### config.mk
export PLATFORM = sky130hd
export DESIGN_NAME = usb_rx_packet_decoder
export DESIGN_NICKNAME = d
export VERILOG_FILES = /design/src/rtl/usb_rx_packet_decoder.sv
export SDC_FILE = /design/constraint.sdc
export NUM_CORES = 1
export LEC_CHECK = 0
export BUFFER_PORTS_ARGS = -buffer_cell sky130_fd_sc_hd__buf_2
export CAP_MARGIN = 30
export CORE_MARGIN = 3
export CORE_UTILIZATION = 45
export CTS_CLUSTER_SIZE = 30
export DETAILED_ROUTE_END_ITERATION = 12
export HOLD_SLACK_MARGIN = 0.15
export PLACE_DENSITY_LB_ADDON = 0.15
export SLEW_MARGIN = 20
export SYNTH_ARGS = -nofsm -noshare
export SYNTH_HDL_FRONTEND = slang
export SYNTH_SLANG_ARGS = --single-unit
### constraint.sdc
create_clock -name i_clk -period 5.6 [get_ports i_clk]
set_input_delay 1.12 -clock i_clk [delete_from_list [all_inputs] [get_ports i_clk]]
set_output_delay 1.12 -clock i_clk [all_outputs]
set_load 0.01 [all_outputs]
### src/rtl/usb_rx_packet_decoder.sv
// USB RX packet decoder: checks PIDs and CRCs on the unstuffed byte stream, filters
// tokens by address/endpoint, reports a packet code and forwards DATA payload bytes.
module usb_rx_packet_decoder #(
   parameter logic [6:0] DEV_ADDR    = 7'd0,
   parameter logic [3:0] ENDPOINT    = 4'd0,
   parameter int         MAX_PAYLOAD = 64
) (
   input  logic       i_clk,
   input  logic       i_rst,
   input  logic       i_byte_valid,
   input  logic [7:0] i_rx_byte,
   input  logic       i_eop,
   input  logic       i_line_err,
   output logic [2:0] o_rx_packet,
   output logic       o_store_rx_packet_data,
   output logic [7:0] o_rx_packet_data,
   output logic       o_rx_busy
);

   localparam logic [7:0] PID_OUT   = 8'hE1;
   localparam logic [7:0] PID_IN    = 8'h69;
   localparam logic [7:0] PID_DATA0 = 8'hC3;
   localparam logic [7:0] PID_DATA1 = 8'h4B;
   localparam logic [7:0] PID_ACK   = 8'hD2;
   localparam logic [7:0] PID_NAK   = 8'h5A;

   localparam logic [2:0] PKT_IDLE = 3'b000;
   localparam logic [2:0] PKT_DATA = 3'b001;
   localparam logic [2:0] PKT_OUT  = 3'b010;
   localparam logic [2:0] PKT_IN   = 3'b011;
   localparam logic [2:0] PKT_ACK  = 3'b100;
   localparam logic [2:0] PKT_NAK  = 3'b101;
   localparam logic [2:0] PKT_BAD  = 3'b110;

   localparam logic [4:0]  CRC5_INIT   = 5'h1F;
   localparam logic [4:0]  CRC5_POLY   = 5'h05;
   localparam logic [4:0]  CRC5_RESID  = 5'b01100;
   localparam logic [15:0] CRC16_INIT  = 16'hFFFF;
   localparam logic [15:0] CRC16_POLY  = 16'h8005;
   localparam logic [15:0] CRC16_RESID = 16'h800D;

   // Byte counter covers the payload plus the two trailing CRC bytes.
   localparam int               CNT_W     = $clog2(MAX_PAYLOAD + 3);
   localparam logic [CNT_W-1:0] CNT_LIMIT = CNT_W'(MAX_PAYLOAD + 2);
   localparam logic [CNT_W-1:0] CNT_TWO   = CNT_W'(2);
   localparam logic [CNT_W-1:0] CNT_ONE   = CNT_W'(1);

   typedef enum logic [2:0] {
      S_IDLE,
      S_TOK1,
      S_TOK2,
      S_TOK_EOP,
      S_HS_EOP,
      S_DATA,
      S_ERR_DRAIN,
      S_REPORT
   } state_t;

   function automatic logic [4:0] crc5_byte(input logic [4:0] crc, input logic [7:0] data);
      logic [4:0] c;
      c = crc;
      for (int i = 0; i < 8; i++) begin
         if (c[4] ^ data[i]) begin
            c = {c[3:0], 1'b0} ^ CRC5_POLY;
         end else begin
            c = {c[3:0], 1'b0};
         end
      end
      return c;
   endfunction

   function automatic logic [15:0] crc16_byte(input logic [15:0] crc, input logic [7:0] data);
      logic [15:0] c;
      c = crc;
      for (int i = 0; i < 8; i++) begin
         if (c[15] ^ data[i]) begin
            c = {c[14:0], 1'b0} ^ CRC16_POLY;
         end else begin
            c = {c[14:0], 1'b0};
         end
      end
      return c;
   endfunction

   state_t           r_state;
   logic [2:0]       r_rx_packet;
   logic             r_store;
   logic [7:0]       r_data;
   logic             r_busy;
   logic [2:0]       r_code;
   logic [4:0]       r_crc5;
   logic [15:0]      r_crc16;
   logic [CNT_W-1:0] r_cnt;
   logic [7:0]       r_tok0;
   logic             r_match;
   logic [7:0]       r_skid0;
   logic [7:0]       r_skid1;

   state_t           w_pid_state;
   logic [2:0]       w_pid_pkt;
   logic [2:0]       w_pid_code;

   // Classify the incoming byte as a PID: next state, immediate code, latched code.
   always_comb begin
      w_pid_state = S_ERR_DRAIN;
      w_pid_pkt   = PKT_BAD;
      w_pid_code  = PKT_BAD;
      if (i_rx_byte[7:4] == ~i_rx_byte[3:0]) begin
         case (i_rx_byte)
            PID_OUT: begin
               w_pid_state = S_TOK1;
               w_pid_pkt   = PKT_IDLE;
               w_pid_code  = PKT_OUT;
            end
            PID_IN: begin
               w_pid_state = S_TOK1;
               w_pid_pkt   = PKT_IDLE;
               w_pid_code  = PKT_IN;
            end
            PID_DATA0, PID_DATA1: begin
               w_pid_state = S_DATA;
               w_pid_pkt   = PKT_DATA;
               w_pid_code  = PKT_DATA;
            end
            PID_ACK: begin
               w_pid_state = S_HS_EOP;
               w_pid_pkt   = PKT_IDLE;
               w_pid_code  = PKT_ACK;
            end
            PID_NAK: begin
               w_pid_state = S_HS_EOP;
               w_pid_pkt   = PKT_IDLE;
               w_pid_code  = PKT_NAK;
            end
            default: begin
               w_pid_state = S_ERR_DRAIN;
               w_pid_pkt   = PKT_BAD;
               w_pid_code  = PKT_BAD;
            end
         endcase
      end else begin
         w_pid_state = S_ERR_DRAIN;
         w_pid_pkt   = PKT_BAD;
         w_pid_code  = PKT_BAD;
      end
   end

   // Packet FSM with registered outputs, CRC accumulators and payload skid buffer.
   always_ff @(posedge i_clk) begin
      if (i_rst) begin
         r_state     <= S_IDLE;
         r_rx_packet <= PKT_IDLE;
         r_store     <= 1'b0;
         r_data      <= 8'h00;
         r_busy      <= 1'b0;
         r_code      <= PKT_IDLE;
         r_crc5      <= CRC5_INIT;
         r_crc16     <= CRC16_INIT;
         r_cnt       <= '0;
         r_tok0      <= 8'h00;
         r_match     <= 1'b0;
         r_skid0     <= 8'h00;
         r_skid1     <= 8'h00;
      end else begin
         r_store <= 1'b0;
         if (i_line_err && (r_state != S_IDLE) && (r_state != S_REPORT)) begin
            r_rx_packet <= PKT_BAD;
            r_code      <= PKT_BAD;
            r_state     <= i_eop ? S_REPORT : S_ERR_DRAIN;
         end else begin
            case (r_state)
               // A PID arriving during REPORT starts the next packet straight away.
               S_IDLE, S_REPORT: begin
                  r_rx_packet <= (r_state == S_REPORT) ? r_code : PKT_IDLE;
                  if (i_byte_valid) begin
                     r_state <= w_pid_state;
                     r_code  <= w_pid_code;
                     r_busy  <= 1'b1;
                     r_crc5  <= CRC5_INIT;
                     r_crc16 <= CRC16_INIT;
                     r_cnt   <= '0;
                     if (r_state == S_IDLE) begin
                        r_rx_packet <= w_pid_pkt;
                     end
                  end else begin
                     r_state <= S_IDLE;
                     r_busy  <= 1'b0;
                  end
               end
               S_TOK1: begin
                  r_rx_packet <= PKT_IDLE;
                  if (i_byte_valid) begin
                     r_crc5  <= crc5_byte(r_crc5, i_rx_byte);
                     r_tok0  <= i_rx_byte;
                     r_state <= S_TOK2;
                  end else if (i_eop) begin
                     r_code  <= PKT_BAD;
                     r_state <= S_REPORT;
                  end
               end
               S_TOK2: begin
                  r_rx_packet <= PKT_IDLE;
                  if (i_byte_valid) begin
                     r_crc5  <= crc5_byte(r_crc5, i_rx_byte);
                     r_match <= (r_tok0[6:0] == DEV_ADDR) &&
                                ({i_rx_byte[2:0], r_tok0[7]} == ENDPOINT);
                     r_state <= S_TOK_EOP;
                  end else if (i_eop) begin
                     r_code  <= PKT_BAD;
                     r_state <= S_REPORT;
                  end
               end
               S_TOK_EOP: begin
                  r_rx_packet <= PKT_IDLE;
                  if (i_eop) begin
                     if (r_crc5 != CRC5_RESID) begin
                        r_code  <= PKT_BAD;
                        r_state <= S_REPORT;
                     end else if (r_match) begin
                        r_state <= S_REPORT;
                     end else begin
                        r_state <= S_IDLE;
                        r_busy  <= 1'b0;
                     end
                  end else if (i_byte_valid) begin
                     r_rx_packet <= PKT_BAD;
                     r_state     <= S_ERR_DRAIN;
                  end
               end
               S_HS_EOP: begin
                  r_rx_packet <= PKT_IDLE;
                  if (i_eop) begin
                     r_state <= S_REPORT;
                  end else if (i_byte_valid) begin
                     r_rx_packet <= PKT_BAD;
                     r_state     <= S_ERR_DRAIN;
                  end
               end
               // The two newest bytes stay in the skid pair, so the CRC bytes never leave it.
               S_DATA: begin
                  r_rx_packet <= PKT_DATA;
                  if (i_eop) begin
                     r_state <= S_REPORT;
                     r_code  <= ((r_cnt < CNT_TWO) || (r_crc16 != CRC16_RESID)) ? PKT_BAD : PKT_IDLE;
                  end else if (i_byte_valid) begin
                     if (r_cnt >= CNT_LIMIT) begin
                        r_rx_packet <= PKT_BAD;
                        r_state     <= S_ERR_DRAIN;
                     end else begin
                        r_crc16 <= crc16_byte(r_crc16, i_rx_byte);
                        r_skid0 <= r_skid1;
                        r_skid1 <= i_rx_byte;
                        r_cnt   <= r_cnt + CNT_ONE;
                        if (r_cnt >= CNT_TWO) begin
                           r_store <= 1'b1;
                           r_data  <= r_skid0;
                        end
                     end
                  end
               end
               S_ERR_DRAIN: begin
                  r_rx_packet <= PKT_BAD;
                  if (i_eop) begin
                     r_code  <= PKT_BAD;
                     r_state <= S_REPORT;
                  end
               end
               default: begin
                  r_rx_packet <= PKT_IDLE;
                  r_busy      <= 1'b0;
                  r_state     <= S_IDLE;
               end
            endcase
         end
      end
   end

   assign o_rx_packet            = r_rx_packet;
   assign o_store_rx_packet_data = r_store;
   assign o_rx_packet_data       = r_data;
   assign o_rx_busy              = r_busy;

endmodule

==> impl_metrics.tcl, run 1 <==
set metrics [dict create \
    grt_max_degree 56 \
    ys_warn_count 0 \
    r2r_start "r_state[2]" \
    internal_power_w 0.00117 \
    clkTransAtPathRegs_ns 0.07 \
    die_area_um2 9450 \
    htreeDepth 3 \
    cts_root_buf "clkbuf_8" \
    post-route-period-util_pct 50.2 \
    synth_top_cell_by_area "dfxtp_1" \
    postCtsHoldBufs 0 \
    cts_setup_buffers 0 \
    drt_iter0_markers 158 \
    synth_cell_type_count 55 \
    r2r-end "r_crc16[3]" \
    cts_tree "built" \
    route.vias.total 3088 \
    grt_pass1_vias 2848 \
    setup_viol 0 \
    final_area_um2 4140 \
    hp-start "o_rx_busy" \
    boundaryPins 26 \
    drt-vias-per-instance 5.62 \
    syn_area_per_cell_um2 8.60 \
    cpLargestDelayFamily "simple AND/OR/NAND/NOR gates" \
    syn_nets 450 \
    finalCriticalPeriod_ns 2.81 \
    drc 0 \
    ys_seq_elements 72 \
    antenna_found_initial 0 \
    yosysTopAreaCellShare_pct 38.5 \
    worstSetupPathType "reg2reg" \
    drive_gt1_share_pct 11.9 \
    syn_area_um2 3740 \
    power_w 0.00184 \
    core-area_um2 7890 \
    fp.dieH_um 97.2 \
    dr.pass1.iters 5 \
    path_max_fanout 23 \
    drtAntennaViolNets 0 \
    worstPathCellList "nor3_1, o21ai_0, nor2b_1, o211ai_1" \
    p_switching_w 0.000675 \
    synth_edf_count 0 \
    slew_headroom_pct 42.5 \
    critPathBufInv 0 \
    p_comb_share_pct 37.4 \
    worstSkewPairLatency_ns 0.35 \
    max_freq_mhz 356 \
    clock_skew_ns 0.00895 \
    fillCellCount 747 \
    pwr-share-seq_pct 37.8 \
    grt_setup_unrepaired "false" \
    timing.hold.ws_ns 0.490 \
    start_kind "flip-flop" \
    hold_depth 2 \
    crit_arrival_ns 3.01 \
    area_growth_pct 10.6 \
    hold_viol_final 0 \
    grt.overflow.total 0 \
    cpMaxStageDelayCell "dfxtp_1" \
    grt_pass1_wl_um 14600 \
    end_kind "flip-flop" \
    power_per_cell_area_nw_per_um2 445 \
    grt_use_total_pct 18.8 \
    p_sw_share_pct 36.7 \
    leakage_nw 1.54 \
    max_stage_delay_ns 0.84 \
    cts_made_buffers 9 \
    cp.required_ns 5.80 \
    status "finished, final reports clean" \
    synthArstFlopShare_pct 0 \
    synth_most_common_cell "dfxtp_1" \
    post-dp-hpwl_um 5770 \
    hold_end "o_rx_busy" \
    worst_pin_slew_ns 0.854 \
    clk_path_buf_depth 2 \
    place_area_um2 3870 \
    gp_congestion 0.904 \
    io_buffers 25 \
    peakVddDrop_v 0.000182 \
    routed_wirelength_um 8490 \
    synth_seq_area_share_pct 38.5 \
    final_util_pct 52.5 \
    wl_per_cell_um 15.5 \
    critical_path_depth 4 \
    syn-instance-count 435 \
    synthTopCellsByArea "dfxtp_1, mux2i_1, xnor2_1" \
    slew_viol_final 0 \
    final_nets 457 \
    initial_core_util_pct 47.4 \
    register_area_um2 1440 \
    rows 32 \
    tns_ns 0 \
    rrSetupSlack_ns 2.79 \
    max_cap_violations 0 \
    p_clk_share_pct 24.8 \
    cts.repair.resized 0 \
    fp.dieW_um 97.2 \
    multi_input_area_um2 2140 \
    synth_flop_cell "dfxtp_1" \
    ys_top_cells_by_count "dfxtp_1, nor2_1, mux2i_1, xnor2_1, nand2_1" \
    ff2ff_path_depth 4 \
    clock_sinks 72 \
    diodes 0 \
    hp-class "reg2reg" \
]
==> flip-flops by register name, summed over array words and instances, names as in the netlist, 5 cells and up <==
register and flops:
o_rx_packet_data 8, r_cnt 7, r_crc16 16, r_crc5 5
r_skid0 8, r_skid1 8, r_tok0 8
==> worst max path at each step <==
stage,from,end
after floorplan,i_rx_byte[0],r_crc16[15]
after global placement,i_line_err,r_cnt[5]
after detailed placement,i_line_err,r_cnt[5]
after CTS,r_state[2],r_crc16[3]
after global routing,r_state[2],r_crc16[6]
final,r_state[2],r_crc16[3]
==> cell families (layout without fill, tap and decap cells) <==
family | after synthesis | in the layout | synth area share, %
AO/OA/AOI/OAI | 91 | 91 | 16.2
XOR/XNOR | 40 | 40 | 10.9
adder cells (fa/ha/maj) | 3 | 3 | 0.936
buffers and inverters | 42 | 54 | 4.51
flip-flops | 72 | 72 | 38.5
multiplexers | 31 | 31 | 8.29
AND/OR/NAND/NOR | 156 | 156 | 20.7
==> placed cells by master (no fill, tap or decap), types with 6 or more instances in the layout <==
cell type and count:
buf_2 25, a21oi_1 22, nand3_1 11, nor2_1 54, nand2_1 26, mux2i_1 31, o21ai_0 16, clkbuf_8 10
o22ai_1 7, dfxtp_1 72, inv_1 9, nor3_1 19, xnor2_1 31, a211oi_1 6, nand2b_1 16, a31oi_1 8
==> layout make-up <==
cell class | instances | area share, %
timing repair buffer | 29 | 4.23
inverter | 9 | 0.816
sequential | 72 | 34.8
clock inverter | 4 | 1.84
multi-input combinational | 321 | 51.7
tap | 102 | 3.08
clock buffer | 12 | 3.51
==> tightest hold or removal path, cell delays in order (launching register included) <==
cell	delay [ns]
dfxtp_1	0.31
o221ai_1	0.06
a21oi_1	0.07
==> power groups by stage <==
stage / combinational, W / sequential [W] / clock, W
floorplan: 0.000605 / 0.000642 / 0
global route: 0.000760 / 0.000708 / 0.000497
global placement: 0.000674 / 0.000704 / 0
detailed placement: 0.000675 / 0.000701 / 0
finish: 0.000689 / 0.000695 / 0.000457
CTS: 0.000678 / 0.000690 / 0.000469
==> through the flow <==
step                      std cells  setup slack, ns
final                           549             2.79
after detailed placement        530             2.48
after floorplan                 435             2.83
after global placement          530             2.51
after CTS                       546             2.85
after global routing            549             2.58
==> metal layers <==
metal	wire (um)	up-vias	share of wire [%]	global-route usage (%)
li1	-	1547	-	-
met1	4120	1441	49	26.5
met2	3830	91	45	28.3
met3	428	9	5.0	4.81
met4	112	0	1.3	5.62
met5	0	-	0	0
No activity file was read; power rests on OpenSTA's default activity.
==> run 2: changes to the inputs <==
==> constraint.sdc (replaced) <==
create_clock -name i_clk -period 2.6 [get_ports i_clk]
set_input_delay 0.52 -clock i_clk [delete_from_list [all_inputs] [get_ports i_clk]]
set_output_delay 0.52 -clock i_clk [all_outputs]
set_load 0.01 [all_outputs]
==> run 2 against run 1 <==
- cell count increased by 1.8%
- routed wire length up 3.4%
- highest routed layer unchanged
- register-to-register slack got worse by 2.5 ns
- sequential power grew 100%
- die area unchanged
- worst setup slack worse by 2.5 ns
- non-clock buffer count grew 10
- global-route usage increased by 0.55 points
- critical path depth is 1 higher
- total power is 120% higher
- final area increased by 1.5%
- maximum frequency up 20%
==> impl_metrics.tcl, run 2 (same netlist as run 1, synthesis figures left out) <==
set metrics [dict create \
    clk_path_buf_depth 2 \
    top_register "r_crc16" \
    grt_max_degree 34 \
    cts_setup_buffers 0 \
    max_cap_violations 0 \
    r2r-end "r_cnt[5]" \
    fp.dieH_um 97.2 \
    status "finished, final reports clean" \
    drtAntennaViolNets 0 \
    leakage_nw 1.60 \
    io_buffers 25 \
    initial_core_util_pct 47.4 \
    diodes 0 \
    max_stage_delay_ns 0.57 \
    place_area_um2 3970 \
    cts_tree "built" \
    die_area_um2 9450 \
    hold_end "r_match" \
    drt-vias-per-instance 5.67 \
    critPathBufInv 0 \
    start_kind "flip-flop" \
    cp.required_ns 2.89 \
    cpLargestDelayFamily "simple AND/OR/NAND/NOR gates" \
    worst_pin_slew_ns 0.554 \
    finalCriticalPeriod_ns 2.33 \
    post-route-period-util_pct 89.8 \
    final_cell_mix "dfxtp_1, nor2_1, xnor2_1, mux2i_1, nand2_1" \
    drc 0 \
    clkTransAtPathRegs_ns 0.08 \
    wl_per_cell_um 15.7 \
    end_kind "flip-flop" \
    hp-start "r_match" \
    cts_root_buf "clkbuf_8" \
    final_common_cell "dfxtp_1" \
    rrSetupSlack_ns 0.27 \
    postCtsHoldBufs 0 \
    grt_setup_unrepaired "false" \
    clock_sinks 72 \
    worstSetupPathType "reg2reg" \
    max_freq_mhz 429 \
    boundaryPins 26 \
    path_max_fanout 7 \
    hold_depth 2 \
    grt.overflow.total 0 \
    hp-class "reg2reg" \
    worstPathCellList "or4_4, o31a_4, a211o_1, or4_1, a21oi_1" \
    cts.repair.resized 0 \
    fillCellCount 725 \
    setup_viol 0 \
    drive_gt1_share_pct 14.2 \
    register_area_um2 1440 \
    antenna_found_initial 0 \
    grt_pass1_vias 3026 \
    cpMaxStageDelayCell "or4_4" \
    worstSkewPairLatency_ns 0.35 \
    dr.pass1.iters 5 \
    ff2ff_path_depth 5 \
    final_area_um2 4200 \
    drt_iter0_markers 169 \
    tns_ns 0 \
    hold_viol_final 0 \
    gp_congestion 0.894 \
    largest_register_ffs 16 \
    cts_made_buffers 9 \
    power_per_cell_area_nw_per_um2 973 \
    routed_wirelength_um 8780 \
    post-dp-hpwl_um 6190 \
    peakVddDrop_v 0.000364 \
    area_growth_pct 12.2 \
    slew_headroom_pct 62.5 \
    core-area_um2 7890 \
    r2r_start "r_cnt[1]" \
    fp.dieW_um 97.2 \
    grt_use_total_pct 19.3 \
    slew_viol_final 0 \
    crit_arrival_ns 2.62 \
    final_nets 467 \
    htreeDepth 3 \
    clock_skew_ns 0.00699 \
    grt_pass1_wl_um 14900 \
    multi_input_area_um2 2140 \
    rows 32 \
    route.vias.total 3171 \
]
[run 2: cell count changes in the layout (fill, tap and decap cells not counted), sizes merged]
| cell | change |
|---|---|
| clkinv | +3 |
| buf | +10 |
| clkinvlp | -1 |
| clkbuf | -3 |
| inv | +1 |
[run 2: power by group]
group          leakage [nW]  switching (W)  total (W)  internal, W
Clock                 0.116       0.000463    0.00101     0.000552
Sequential            0.585       0.000148    0.00140      0.00126
Combinational         0.895       0.000911    0.00166     0.000754
[run 2: worst max path at each step]
stage | startpoint | to | slack, ns | cells after the start
2_1_floorplan | r_cnt[1] | r_crc16[7] | 0.42 | 7
3_3_place_gp | r_cnt[1] | r_cnt[5] | 0.32 | 5
3_5_place_dp | r_cnt[1] | r_cnt[5] | 0.28 | 5
4_1_cts | r_cnt[1] | r_cnt[5] | 0.26 | 5
5_1_grt | r_cnt[1] | r_cnt[5] | 0.17 | 5
6_report | r_cnt[1] | r_cnt[5] | 0.27 | 5
[run 2: worst reg2reg max path, stage by stage, from the launching register on]
cell and delay [ns]:
dfxtp_1 0.37, or4_4 0.57, o31a_4 0.34, a211o_1 0.34
or4_1 0.52, a21oi_1 0.14
[run 2: metal layers]
layer  up-vias  GRT usage (%)  share of wire [%]
met5         -              0                  0
met4         0           8.32                2.1
met3        16           4.59                6.2
met2       122           30.0                 47
met1      1467           25.7                 45
li1       1566              -                  -
[run 2: metrics by stage]
step	power (W)	hold WS [ns]	instances	util (%)	worst slack [ns]
floorplan	0.00269	0.446	435	-	0.424
global placement	0.00306	0.465	543	50.3	0.323
detailed placement	0.00308	0.469	543	50.3	0.276
CTS	0.00410	0.483	559	53.2	0.258
global route	0.00435	0.508	559	53.2	0.168
finish	0.00408	0.486	559	53.2	0.266
[run 2: area by class of cell]
class	instances	area share (%)
clock inverters	7	2.44
flip-flops and latches	72	34.3
clock buffers	9	2.95
well taps	102	3.04
repair buffers	39	5.48
multi-input cells	321	50.9
inverters	9	0.805
==> run 3: changes to the inputs <==
--- a/config.mk
+++ b/config.mk
@@ -11,6 +11,7 @@
 export CORE_UTILIZATION = 45
 export CTS_CLUSTER_SIZE = 30
 export DETAILED_ROUTE_END_ITERATION = 12
+export GPL_TIMING_DRIVEN = 0
 export HOLD_SLACK_MARGIN = 0.15
 export PLACE_DENSITY_LB_ADDON = 0.15
 export SLEW_MARGIN = 20
==> run 3 against run 2 <==
- utilization decreased by 0.32 points
- hold slack got worse by 0.0072 ns
- cell count increased by 2.1%
- total power decreased by 1.7%
- via count increased by 3.3%
- combinational power about the same
- non-clock buffer count increased by 12
- first-iteration DRC count decreased by 5.9%
- largest power group unchanged
- final area decreased by 0.60%
- worst setup slack got worse by 0.11 ns
- sequential share of layout area increased by 0.21 points
- sequential power about the same
==> impl_metrics.tcl, run 3 (same netlist as run 1, synthesis figures left out) <==
set metrics [dict create \
    timing.hold.ws_ns 0.479 \
    crit_arrival_ns 2.69 \
    peakVddDrop_v 0.000354 \
    postCtsHoldBufs 0 \
    drtAntennaViolNets 0 \
    hp-start "r_code[1]" \
    status "finished, final reports clean" \
    grt_pass1_vias 3138 \
    grt_setup_unrepaired "false" \
    route.vias.total 3277 \
    slew_headroom_pct 44.8 \
    path_max_fanout 10 \
    cts_made_buffers 9 \
    initial_core_util_pct 47.4 \
    fp.dieW_um 97.2 \
    grt_pass1_wl_um 15600 \
    wl_per_cell_um 16.3 \
    slew_viol_final 0 \
    rows 32 \
    final_util_pct 52.9 \
    largest_register_ffs 16 \
    final_nets 479 \
    diodes 0 \
    final_common_cell "dfxtp_1" \
    worstSetupPathType "reg2reg" \
    m1WireLength_um 4320 \
    preCtsSetupSlack_ns 0.128 \
    fillCellCount 742 \
    setup_viol 0 \
    drc 0 \
    post-dp-hpwl_um 6570 \
    ff2ff_path_depth 7 \
    cts.repair.resized 0 \
    dr.pass1.iters 5 \
    cts_tree "built" \
    hold_viol_final 0 \
    clock_sinks 72 \
    worst_pin_slew_ns 0.820 \
    final_area_um2 4170 \
    antenna_found_initial 0 \
    htreeDepth 3 \
    clkTransAtPathRegs_ns 0.08 \
    cts_setup_buffers 0 \
    drt-vias-per-instance 5.74 \
    top_register "r_crc16" \
    drt_iter0_markers 159 \
    tns_ns 0 \
    routed_wirelength_um 9330 \
    area_growth_pct 11.5 \
    finalCriticalPeriod_ns 2.45 \
    wl_met3_um 517 \
    cts_root_buf "clkbuf_8" \
    cp.required_ns 2.84 \
    top_layer "met4" \
    grt.overflow.total 0 \
    gp_congestion 0.883 \
    end_kind "flip-flop" \
    max_freq_mhz 408 \
    post-route-period-util_pct 94.2 \
    leakage_nw 1.55 \
    final_cell_mix "dfxtp_1, nor2_1, xnor2_1, mux2i_1, nand2_1" \
    worstSkewPairLatency_ns 0.36 \
    die_area_um2 9450 \
    critPathLaunch "r_cnt[1]" \
    drive_gt1_share_pct 10.7 \
    grt_max_degree 15 \
    place_area_um2 3960 \
    core-area_um2 7890 \
    r2r_start "r_cnt[1]" \
    io_buffers 18 \
    fp.dieH_um 97.2 \
    boundaryPins 26 \
    hp-class "reg2reg" \
    hold_depth 2 \
    clock_skew_ns 0.0105 \
    power_per_cell_area_nw_per_um2 962 \
    grt_use_total_pct 20.2 \
    setup_slack_ns 0.152 \
    wl_met2_um 4290 \
    start_kind "flip-flop" \
    clk_path_buf_depth 2 \
    max_cap_violations 0 \
]
[run 3: changes by cell type in the layout (fill, tap and decap cells not counted)]
cell	previous run	this run
clkbuf_1	0	25
clkinvlp_4	0	1
bufinv_16	2	1
buf_2	25	24
clkbuf_8	9	10
clkinv_2	1	0
nor4_1	5	6
buf_1	0	1
nor4_2	1	0
buf_4	14	1
[run 3: cell type report]
cell class              count  area, um^2  area share [%]
multi-input cells         321        2130            51.1
flip-flops and latches     72        1440            34.5
clock buffers              10         138            3.30
plain buffers              33         135            3.24
well taps                 102         128            3.06
repair buffers             18        90.1            2.16
clock inverters             6        75.1            1.80
inverters                   9        33.8           0.810
[run 3: per-stage QoR]
stage / total power, W / std cells
final: 0.00401 / 571
after global routing: 0.00425 / 571
after CTS: 0.00401 / 571
after detailed placement: 0.00304 / 555
after global placement: 0.00303 / 555
after floorplan: 0.00269 / 435
[run 3: layer usage]
metal  global-route usage [%]  up-vias
met5                        0        -
met2                     32.6      111
met1                     26.4     1555
met4                     7.67        0
met3                     4.16       20
li1                         -     1591
[run 3: critical path: stages, from the launching register on]
cell      delay [ns]
dfxtp_1         0.37
or4_4           0.57
o31a_4          0.35
a211o_1         0.30
buf_2           0.18
clkbuf_1        0.23
nor3_1          0.26
o21bai_1        0.08
[run 3: final timing paths]
kind                    endpoint  slack, ns
setup / recovery      r_crc16[9]       0.15
hold / removal    o_rx_packet[1]       0.48
setup reg to reg      r_crc16[9]       0.15
hold reg to reg   o_rx_packet[1]       0.48
[run 3: report_power, final]
part           switching, W  leakage, nW  internal [W]
Sequential         0.000124        0.585       0.00126
Combinational      0.000958        0.860      0.000714
Clock              0.000479        0.105      0.000483
